File: config.mk
export PLATFORM = sky130hd
export DESIGN_NAME = program_loader_flat
export DESIGN_NICKNAME = d
export VERILOG_FILES = /design/src/rtl/program_loader_if.sv /design/src/rtl/program_loader.sv /design/src/flat_wrapper.sv
export SDC_FILE = /design/constraint.sdc
export NUM_CORES = 1
export LEC_CHECK = 0
export CAP_MARGIN = 20
export CELL_PAD_IN_SITES_DETAIL_PLACEMENT = 1
export CELL_PAD_IN_SITES_GLOBAL_PLACEMENT = 2
export CORE_ASPECT_RATIO = 0.8
export CORE_UTILIZATION = 36
export DETAILED_ROUTE_END_ITERATION = 8
export GPL_TIMING_DRIVEN = 0
export PLACE_DENSITY_LB_ADDON = 0.1
export SLEW_MARGIN = 10
export SYNTH_ARGS = -nofsm -noshare
export SYNTH_HDL_FRONTEND = slang
export SYNTH_SLANG_ARGS = --single-unit
File: constraint.sdc
create_clock -name clk -period 3.18 [get_ports clk]
set_clock_uncertainty 0.1 [all_clocks]
set_input_delay 0.477 -clock clk [delete_from_list [all_inputs] [get_ports clk]]
set_output_delay 0.477 -clock clk [all_outputs]
set_load 0.05 [all_outputs]
File: src/rtl/program_loader_if.sv
// Host byte stream into the program loader: valid/ready handshake carrying
// length, code and checksum bytes.
interface program_loader_if;
  logic [7:0] byte_in;
  logic       byte_valid;
  logic       byte_ready;

  modport master (
    output byte_in,
    output byte_valid,
    input  byte_ready
  );

  modport slave (
    input  byte_in,
    input  byte_valid,
    output byte_ready
  );
endinterface

File: src/rtl/program_loader.sv
// Loads a length-prefixed, XOR-checksummed program into CPU instruction memory
// and releases the CPU from reset once the checksum matches.
module program_loader #(
  parameter int ADDR_W = 8
) (
  input  logic              clk,
  input  logic              reset,
  input  logic              start,
  program_loader_if.slave   host,
  output logic [7:0]        instruction_write_data,
  output logic [ADDR_W-1:0] write_addr,
  output logic              ins_write,
  output logic              ins_read,
  output logic              cpu_reset,
  output logic              done,
  output logic              error
);

  typedef enum logic [2:0] {
    IDLE,
    LEN,
    LOAD,
    CHK,
    RELEASE,
    RUN,
    ERROR
  } state_t;

  state_t     state;
  logic [7:0] count;
  logic [7:0] idx;
  logic [7:0] acc;
  logic       ready;
  logic       accept;

  assign ready          = (state == LEN) || (state == LOAD) || (state == CHK);
  assign host.byte_ready = ready;
  assign accept         = host.byte_valid && ready;

  // Outputs are registered together with the state so each state's output
  // values appear in the same cycle the state becomes current.
  always_ff @(posedge clk or negedge reset) begin
    if (!reset) begin
      state                  <= IDLE;
      count                  <= 8'd0;
      idx                    <= 8'd0;
      acc                    <= 8'd0;
      instruction_write_data <= 8'd0;
      write_addr             <= '0;
      ins_write              <= 1'b0;
      ins_read               <= 1'b0;
      cpu_reset              <= 1'b1;
      done                   <= 1'b0;
      error                  <= 1'b0;
    end else begin
      ins_write <= 1'b0;
      case (state)
        IDLE: begin
          if (start) state <= LEN;
        end
        LEN: begin
          if (accept) begin
            count <= host.byte_in;
            if (host.byte_in == 8'd0) begin
              state <= ERROR;
              error <= 1'b1;
            end else begin
              idx   <= 8'd0;
              acc   <= 8'd0;
              state <= LOAD;
            end
          end
        end
        LOAD: begin
          if (accept) begin
            instruction_write_data <= host.byte_in;
            write_addr             <= ADDR_W'(idx);
            ins_write              <= 1'b1;
            acc                    <= acc ^ host.byte_in;
            idx                    <= idx + 8'd1;
            if (idx + 8'd1 == count) state <= CHK;
          end
        end
        CHK: begin
          if (accept) begin
            if (host.byte_in == acc) begin
              state    <= RELEASE;
              ins_read <= 1'b1;
            end else begin
              state <= ERROR;
              error <= 1'b1;
            end
          end
        end
        RELEASE: begin
          state     <= RUN;
          cpu_reset <= 1'b0;
          done      <= 1'b1;
        end
        RUN: begin
          // A new start aborts the running program and reloads.
          if (start) begin
            state     <= LEN;
            cpu_reset <= 1'b1;
            ins_read  <= 1'b0;
            done      <= 1'b0;
          end
        end
        ERROR: begin
          if (start) begin
            state <= LEN;
            error <= 1'b0;
          end
        end
        default: begin
          state     <= IDLE;
          cpu_reset <= 1'b1;
          ins_read  <= 1'b0;
          done      <= 1'b0;
          error     <= 1'b0;
        end
      endcase
    end
  end

endmodule

File: src/flat_wrapper.sv
// flat-port wrapper written by rule: the top's interface ports become plain ports
module program_loader_flat 
#(
  parameter int ADDR_W = 8
)
  (clk, reset, start, instruction_write_data, write_addr, ins_write, ins_read, cpu_reset, done, error, host_byte_in, host_byte_valid, host_byte_ready);
  program_loader_if host_i ();
  input  logic clk;
  input  logic reset;
  input  logic start;
  output logic [7:0] instruction_write_data;
  output logic [ADDR_W-1:0] write_addr;
  output logic ins_write;
  output logic ins_read;
  output logic cpu_reset;
  output logic done;
  output logic error;
  input wire logic [$bits(host_i.byte_in)-1:0] host_byte_in;
  input wire logic [$bits(host_i.byte_valid)-1:0] host_byte_valid;
  output wire logic [$bits(host_i.byte_ready)-1:0] host_byte_ready;
  assign host_i.byte_in = host_byte_in;
  assign host_i.byte_valid = host_byte_valid;
  assign host_byte_ready = host_i.byte_ready;
  program_loader #(.ADDR_W(ADDR_W)) u_core (.clk(clk), .reset(reset), .start(start), .host(host_i), .instruction_write_data(instruction_write_data), .write_addr(write_addr), .ins_write(ins_write), .ins_read(ins_read), .cpu_reset(cpu_reset), .done(done), .error(error));
endmodule
==> flow_summary_export.csv, run 1 <==
group,metric,value,unit
floorplanning,die_y,74.6,um
critical_path,path_delay_family,"buffers and inverters",
synthesis,synth_edf_count,0,
critical_path,cpPeakStageDelay,0.80,ns
run,drv_cap,0,
timing,rsz0062_at_grt,"false",
detailed_routing,route.met3.wl,171,um
timing,min_period_over_period,81.6,%
clocking,post_cts_buffers,0,
detailed_routing,drt_pass1_iterations,4,
clocking,cts_buffers,5,
critical_path,path_cells,"buf_2 -> clkbuf_1 -> nor2_1 -> clkdlybuf4s50_1",
final_layout,area_growth,23.7,%
floorplanning,die_w,92.8,um
critical_path,slowest_stage,"clkdlybuf4s50_1",
final_layout,drive_above_1_share,9.67,%
timing,tightest_slew,0.579,ns
detailed_routing,wl_met2,2790,um
floorplanning,rows,26,
synthesis,ys.flop_type,"dfrtp_1",
final_layout,layout.cells.non_filler,384,
final_layout,antenna_cells,0,
synthesis,async_flop_share,100,%
clocking,cts-resized-gates,0,
critical_path,crit_required,2.60,ns
detailed_routing,viasPerCell,5.11,
place,gp_congestion,0.746,
power,max-vdd-ir-drop,0.521,mV
detailed_routing,drt_iter0_markers,60,
critical_path,arrival,2.02,ns
critical_path,crit_cells,4,
synthesis,ys_seq_area_share,50.6,%
synthesis,syn_avg_cell_area,9.20,um2
clocking,path_clk_slew,0.09,ns
synthesis,synthCells,258,
place,port_buffers,33,
final_layout,ff_latch_area,1200,um2
grt,grt_antenna_before_repair,0,
grt,grt_pass1_vias,1977,
detailed_routing,drc,0,
critical_path,path_buf_inv,3,
clocking,cts.sinks,48,
critical_path,crit_path_max_fanout,10,
detailed_routing,top_layer,"met4",
critical_path,ff2ff_setup_slack,0.82,ns
clocking,htree_levels,2,
status,status,"finished clean",
timing,drv_slew,0,
detailed_routing,drt-wirelength-per-cell,16.0,um
synthesis,ys_seq_elements,48,
synthesis,ys_types,46,
final_layout,fillers,764,
final_layout,final_common_cell,"nand2_1",
timing,fin_crit,2.60,ns
clocking,cts_tree,"built",
critical_path,rr_worst_depth,7,
floorplanning,die-area,6930,um2
grt,gr-total-overflow,0,
power,cellPowerDensity,932,nW/um2
clocking,cts_hold_buf,0,
floorplanning,start_util,37.2,%
timing,max_freq,385,MHz
final_layout,multi_input_area,1100,um2
floorplanning,core,6380,um2
detailed_routing,m1WireLength,3140,um
critical_path,crit_type,"flip-flop to primary output",
place,post-place-cells,376,
power,p_leak,1.30,nW
floorplanning,io_pins,34,
clocking,cts-root-buf,"clkbuf_8",
detailed_routing,vias,1962,
critical_path,start_kind,"flip-flop",
synthesis,yosys_warnings,0,
place,hpwl,4450,um
grt,grt_max_degree,27,
min_path,worstHoldPathType,"primary input to async pin",
synthesis,netlist_area,2370,um2
grt,grt_use_total,19.3,%
detailed_routing,drt-total-wl,6130,um
timing,maxSlewHeadroom,61.1,%
clocking,clk_latency,0.31,ns
detailed_routing,antenna_left,0,
timing,finalHoldViolations,0,
synthesis,synth_nets,271,
final_layout,final_nets,312,
final_layout,layout_common_cells,"nand2_1 (64), dfrtp_1 (47), clkdlybuf4s50_1 (32), o21ai_0 (25), nor2_1 (20)",
clocking,cts_max_path_buffers,2,
power,power.total,2.74,mW
grt,grt_pass1_wl,10300,um
critical_path,critPathCaptureType,"primary output",
timing,setup_viol,0,
## synth_stat cells, drive strengths merged (3+ instances only)
cell type,number,area (um2)
nand3,5,30.0
xor2,11,96.3
o31ai,5,37.5
buf,4,22.5
dfrtp,47,1180
o21ai,33,165
and3,3,18.8
nor2,21,81.3
a21oi,6,30.0
clkbuf,8,30.0
inv,4,15.0
xnor2,7,61.3
nand2,64,240
nor4,4,25.0
mux2,8,93.8
## logic make-up (layout without fill, tap and decap cells)
kind of cell,count (synthesis),in the layout,share of synthesized area (%)
buf+inv,16,58,2.84
xor+xnor,18,18,6.64
fa+ha+maj,2,2,0.948
flops,48,48,50.6
mux,9,9,4.37
simple gates,109,109,20.0
compound gates,56,56,14.5
## worst paths after layout
| kind | startpoint | end |
|---|---|---|
| setup / recovery | u_core.state[2] | host_byte_ready |
| hold / removal | reset | u_core.write_addr[4] |
| setup reg to reg | u_core.idx[0] | u_core.state[1] |
| hold reg to reg | u_core.cpu_reset | u_core.cpu_reset |
| max in group asynchronous | reset | u_core.acc[5] |
| min in group clk | u_core.cpu_reset | u_core.cpu_reset |
## area by class of cell
cell class / instances / share of cell area [%]
buffer: 12 / 1.79
sequential: 48 / 40.9
multi-input combinational: 194 / 37.6
inverter: 4 / 0.511
timing repair buffer: 34 / 11.8
clock buffer: 5 / 2.34
tap: 84 / 3.58
clock inverter: 3 / 1.45
## where the power goes
group	switching (mW)	total [mW]	internal (mW)
Combinational	0.827	1.30	0.476
Clock	0.220	0.453	0.233
Sequential	0.167	0.979	0.812
Total	1.21	2.74	1.52
## worst reg2reg max path: stages, from the launching register on
cell	delay [ns]
dfrtp_1	0.48
ha_1	0.34
and3_1	0.24
and3_1	0.22
xnor2_1	0.14
o31ai_1	0.24
nand3_2	0.16
mux2_4	0.32
## registers in the layout (all words and copies together) (netlist names)
register / flops
u_core.cpu_reset: 1
u_core.done: 1
u_core.state: 3
u_core.ins_read: 1
u_core.count: 8
u_core.acc: 8
u_core.error: 1
u_core.ins_write: 1
u_core.idx: 8
u_core.instruction_write_data: 8
u_core.write_addr: 8
## per-stage QoR
step	utilization, %	hold WS [ns]	setup TNS (ns)	setup WS, ns	cell area [um2]
global placement	44.1	0.358	-0.0705	-0.00345	2810
global route	46.1	0.0865	0	0.332	2940
detailed placement	44.3	0.367	0	0.232	2830
CTS	46.1	0.0703	0	0.554	2940
finish	46.1	0.0571	0	0.585	2940
floorplan	-	0.0814	0	1.08	2370
## metal layers
| layer | global-route usage, % | vias to the layer above |
|---|---|---|
| met3 | 3.33 | 4 |
| li1 | - | 962 |
| met5 | 0 | - |
| met2 | 28.9 | 30 |
| met4 | 4.62 | 0 |
| met1 | 29.3 | 966 |
(Power assumes the default switching activity.)
==> run 2, diff against run 1 <==
- CORE_UTILIZATION: 36 -> 33
- clock period: 3.18 -> 2.4 ns (I/O delays scaled with it)
==> run 2 against run 1 <==
Sequential share of layout area fell by 0.81 points; global-route usage fell by 1.1 points; largest power group unchanged; via count grew 1.2%; critical path depth rose by 4; total power grew 35%; critical path type is now primary input to flip-flop; register-to-register slack got worse by 0.63 ns; first-iteration DRC count grew 3.3%.
==> flow_summary_export.csv, run 2 (synthesis gave the netlist of run 1 again) <==
group,metric,value,unit
clocking,clk_latency,0.31,ns
timing,rsz0062_at_grt,"false",
detailed_routing,drt-total-wl,6290,um
place,gp_congestion,0.728,
run,drv_cap,0,
min_path,worstHoldStart,"u_core.write_addr[0]",
place,dp_slack,-0.378,ns
status,status,"finished clean",
grt,gr-total-overflow,0,
timing,max_freq,447,MHz
clocking,cts_tree,"built",
power,p_leak,1.32,nW
final_layout,area_growth,26.3,%
place,port_buffers,33,
min_path,worstHoldPathType,"flip-flop to flip-flop",
detailed_routing,drt-wirelength-per-cell,16.2,um
grt,grt_pass1_wl,10800,um
place,post-place-cells,379,
floorplanning,die_w,96.8,um
detailed_routing,route.met3.wl,172,um
detailed_routing,viasPerCell,5.12,
clocking,cts_buffers,5,
final_layout,final_common_cell,"nand2_1",
timing,tns,0,ns
critical_path,arrival,2.31,ns
clocking,htree_levels,2,
timing,finalHoldViolations,0,
floorplanning,io_pins,34,
critical_path,ff2ff_setup_slack,0.19,ns
clocking,cts.sinks,48,
timing,drv_slew,0,
floorplanning,die-area,7540,um2
final_layout,antenna_cells,0,
place,placed_area,2830,um2
final_layout,layout.cells.non_filler,388,
power,max-vdd-ir-drop,0.487,mV
grt,grt_antenna_before_repair,0,
critical_path,crit_path_max_fanout,10,
critical_path,reg2reg_from,"u_core.idx[0]",
clocking,path_clk_slew,0.09,ns
detailed_routing,vias,1986,
power,cellPowerDensity,1230,nW/um2
detailed_routing,top_layer,"met4",
final_layout,layout_common_cells,"nand2_1 (64), dfrtp_1 (46), clkdlybuf4s50_1 (31), o21ai_0 (25), nor2_1 (20)",
critical_path,start_kind,"primary input",
floorplanning,die_y,77.9,um
clocking,cts_max_path_buffers,2,
grt,grt_use_total,18.3,%
detailed_routing,wl_met2,2700,um
timing,fin_crit,2.24,ns
detailed_routing,drt_pass1_iterations,4,
detailed_routing,antenna_left,0,
critical_path,critPathCaptureType,"flip-flop",
final_layout,final_nets,313,
clocking,post_cts_buffers,0,
timing,tightest_slew,0.577,ns
critical_path,crit_required,2.48,ns
timing,setup_ws,0.164,ns
critical_path,rr_worst_depth,7,
grt,grt_pass1_vias,2041,
min_path,hold_end,"u_core.write_addr[0]",
clocking,cts-root-buf,"clkbuf_8",
critical_path,rr_endpoint,"u_core.state[1]",
critical_path,crit_type,"primary input to flip-flop",
detailed_routing,drc,0,
floorplanning,start_util,34.3,%
detailed_routing,m1WireLength,3330,um
timing,setup_viol,0,
timing,maxSlewHeadroom,61.5,%
detailed_routing,drt_iter0_markers,62,
place,hpwl,4430,um
final_layout,drive_above_1_share,12.0,%
grt,grt_max_degree,35,
floorplanning,core,6930,um2
timing,min_period_over_period,93.1,%
min_path,hold_depth,2,
final_layout,design_area,3000,um2
floorplanning,rows,27,
[run 2: how the worst max path moves through the flow]
stage               startpoint                to  slack [ns]  cells past startpoint
2_1_floorplan    u_core.idx[0]   u_core.state[1]        0.30                      7
3_3_place_gp             reset  u_core.ins_write       -0.70                      1
3_5_place_dp   host_byte_valid     u_core.idx[6]       -0.38                      8
6_report       host_byte_valid     u_core.idx[6]        0.16                      8
5_1_grt        host_byte_valid     u_core.acc[7]        0.01                      7
4_1_cts          u_core.idx[0]   u_core.state[1]        0.06                      7
[run 2: cell type report]
class                           count  area [um2]
Inverter                            4        15.0
Fill cell                         814        3930
Buffer                             12        55.1
Timing Repair Buffer               35         354
Clock inverter                      1        30.0
Multi-Input combinational cell    194        1140
Clock buffer                        7        96.3
Sequential cell                    48        1200
Tap cell                           87         109
[run 2: power by group]
group / switching (mW) / internal [mW] / leakage [nW]
registers: 0.214 / 1.08 / 0.603
clock network: 0.286 / 0.368 / 0.0645
logic: 1.11 / 0.638 / 0.653
[run 2: repair_timing]
| item | in CTS | in global routing |
|---|---|---|
| endpoints found under the setup margin | 11 | 10 |
| hold buffers | 1 | 0 |
| endpoints found under the hold margin | 13 | 0 |
| resized for setup | 3 | 8 |
[run 2: through the flow]
step	hold WS [ns]	power [mW]	util, %
floorplan	-0.0356	2.48	-
global placement	0.356	3.03	40.6
detailed placement	0.209	3.06	40.8
CTS	0.385	3.73	42.9
global route	0.396	3.97	43.3
finish	0.377	3.70	43.3
[run 2: routing by layer]
metal	up-vias	GRT usage [%]
met3	8	3.06
met1	981	27.1
li1	962	-
met5	-	0
met4	0	5.82
met2	35	26.9
[run 2: worst max-delay path, cell delays in order]
cell and delay, ns:
clkdlybuf4s50_1 0.53, nor2b_2 0.21, nand3b_1 0.31, inv_1 0.30, a21oi_4 0.09, buf_2 0.23, o21ai_0 0.16, o21ai_0 0.10
==> run 3, diff against run 2 <==
- CORE_UTILIZATION: 33 -> 35
- CTS_BUF_LIST: unset -> sky130_fd_sc_hd__clkbuf_8
- CTS_CLUSTER_DIAMETER: unset -> 80
==> run 3 against run 2 <==
First-iteration DRC count rose by 69%; total power decreased by 5.9%; cell count shrank 1.0%; via count decreased by 1.5%; cell area decreased by 2.3%; clock power is 31% lower; critical path depth down 1; fmax down 2.2%; utilization up 1.9 points; setup slack worse by 0.051 ns; flip-flop and latch count did not move; sequential share of layout area is 0.92 points higher.
==> flow_summary_export.csv, run 3 (synthesis gave the netlist of run 1 again) <==
group,metric,value,unit
min_path,worstHoldPathType,"flip-flop to flip-flop",
critical_path,crit_path_max_fanout,7,
timing,min_period_over_period,95.3,%
floorplanning,rows,26,
clocking,post_cts_buffers,0,
clocking,cts.sinks,48,
critical_path,rr_endpoint,"u_core.state[1]",
grt,grt_use_total,19.2,%
critical_path,reg2reg_from,"u_core.idx[0]",
clocking,htree_levels,2,
detailed_routing,drc,0,
critical_path,slowest_stage,"dfrtp_1",
detailed_routing,vias,1956,
floorplanning,die_w,94.1,um
critical_path,cpPeakStageDelay,0.46,ns
final_layout,final_nets,313,
timing,fin_crit,2.29,ns
place,post-place-cells,376,
grt,grt_pass1_wl,10300,um
detailed_routing,viasPerCell,5.09,
critical_path,cp-endpoint,"u_core.state[1]",
final_layout,design_area,2930,um2
critical_path,rr_worst_depth,7,
clocking,cts_max_path_buffers,2,
timing,maxSlewHeadroom,63.8,%
final_layout,final_common_cell,"nand2_1",
final_layout,antenna_cells,0,
final_layout,layout_common_cells,"nand2_1 (64), dfrtp_1 (47), clkdlybuf4s50_1 (31), o21ai_0 (25), nor2_1 (20)",
final_layout,area_growth,23.3,%
floorplanning,core,6470,um2
grt,grt_antenna_before_repair,0,
final_layout,drive_above_1_share,10.7,%
detailed_routing,drt_iter0_markers,105,
critical_path,path_cells,"ha_1 -> and3_1 -> and3_1 -> xnor2_1 -> o31ai_1 -> nand3_2 -> mux2_4",
power,power.total,3.48,mW
critical_path,crit_required,2.49,ns
critical_path,crit_type,"flip-flop to flip-flop",
clocking,clk_latency,0.30,ns
critical_path,arrival,2.38,ns
run,drv_cap,0,
floorplanning,die_y,75.7,um
power,cellPowerDensity,1190,nW/um2
floorplanning,start_util,36.7,%
clocking,cts_buffers,5,
place,gp_congestion,0.769,
status,status,"finished clean",
place,hpwl,4450,um
timing,finalHoldViolations,0,
critical_path,start_kind,"flip-flop",
timing,setup_viol,0,
critical_path,cp-startpoint,"u_core.idx[0]",
detailed_routing,drt_pass1_iterations,4,
timing,tightest_slew,0.543,ns
grt,grt_max_degree,34,
clocking,cts-root-buf,"clkbuf_8",
detailed_routing,drt-wirelength-per-cell,15.8,um
timing,tns,0,ns
power,max-vdd-ir-drop,0.535,mV
grt,gr-total-overflow,0,
critical_path,ff2ff_setup_slack,0.11,ns
critical_path,cp_common_cell,"and3_1",
timing,max_freq,437,MHz
power,p_leak,1.30,nW
place,placed_area,2830,um2
floorplanning,die-area,7120,um2
clocking,path_clk_slew,0.09,ns
grt,grt_pass1_vias,1949,
place,port_buffers,33,
detailed_routing,antenna_left,0,
critical_path,critPathCaptureType,"flip-flop",
floorplanning,io_pins,34,
timing,rsz0062_at_grt,"false",
clocking,cts_tree,"built",
final_layout,layout.cells.non_filler,384,
detailed_routing,drt-total-wl,6080,um
timing,drv_slew,0,
run 3: area by class of cell:
cell class / instances / area, um2
fillers: 764 / 3540
plain buffers: 12 / 55.1
flip-flops and latches: 48 / 1200
well taps: 84 / 105
multi-input cells: 194 / 1120
repair buffers: 35 / 354
clock inverters: 2 / 8.76
clock buffers: 5 / 68.8
inverters: 4 / 15.0
run 3: routing by layer:
layer	part of all wire, %	track usage [%]	up-vias
li1	-	-	966
met1	54	28.4	964
met2	43	28.7	21
met3	2.3	3.29	5
met4	0.97	5.64	0
met5	0	0	-
run 3: how the worst min path moves through the flow:
| stage | startpoint | end | slack [ns] | cells after the start |
|---|---|---|---|---|
| floorplan | reset | u_core.acc[0] | -0.04 | 0 |
| global placement | u_core.cpu_reset | u_core.cpu_reset | 0.36 | 2 |
| detailed placement | reset | u_core.done | 0.22 | 1 |
| CTS | u_core.write_addr[1] | u_core.write_addr[1] | 0.39 | 2 |
| global route | u_core.cpu_reset | u_core.cpu_reset | 0.41 | 2 |
| finish | u_core.write_addr[3] | u_core.write_addr[3] | 0.38 | 2 |
run 3: timing repair:
action / CTS / global route
pin swaps: 0 / 0
hold buffers: 1 / 0
endpoints found under the hold margin: 15 / 0
resized for setup: 3 / 5
endpoints found under the setup margin: 7 / 9
run 3: report_power, final:
group          internal (mW)  switching [mW]  leakage (nW)
sequential              1.08           0.216         0.605
combinational          0.631            1.10         0.650
clock                  0.195           0.259        0.0452
run 3: critical path, delay by kind of cell (launching register included):
family	cells	cell delay [ns]
mux	1	0.32
flops	1	0.46
xor+xnor	1	0.13
simple gates	3	0.60
compound gates	1	0.23
fa+ha+maj	1	0.34
run 3: per-stage QoR:
stage / setup WS, ns / utilization, % / hold slack (ns)
5_1_grt: 0.0244 / 45.2 / 0.413
3_5_place_dp: -0.377 / 43.6 / 0.219
4_1_cts: 0.0790 / 45.1 / 0.386
2_1_floorplan: 0.298 / - / -0.0356
3_3_place_gp: -0.704 / 43.4 / 0.356
6_report: 0.114 / 45.2 / 0.377
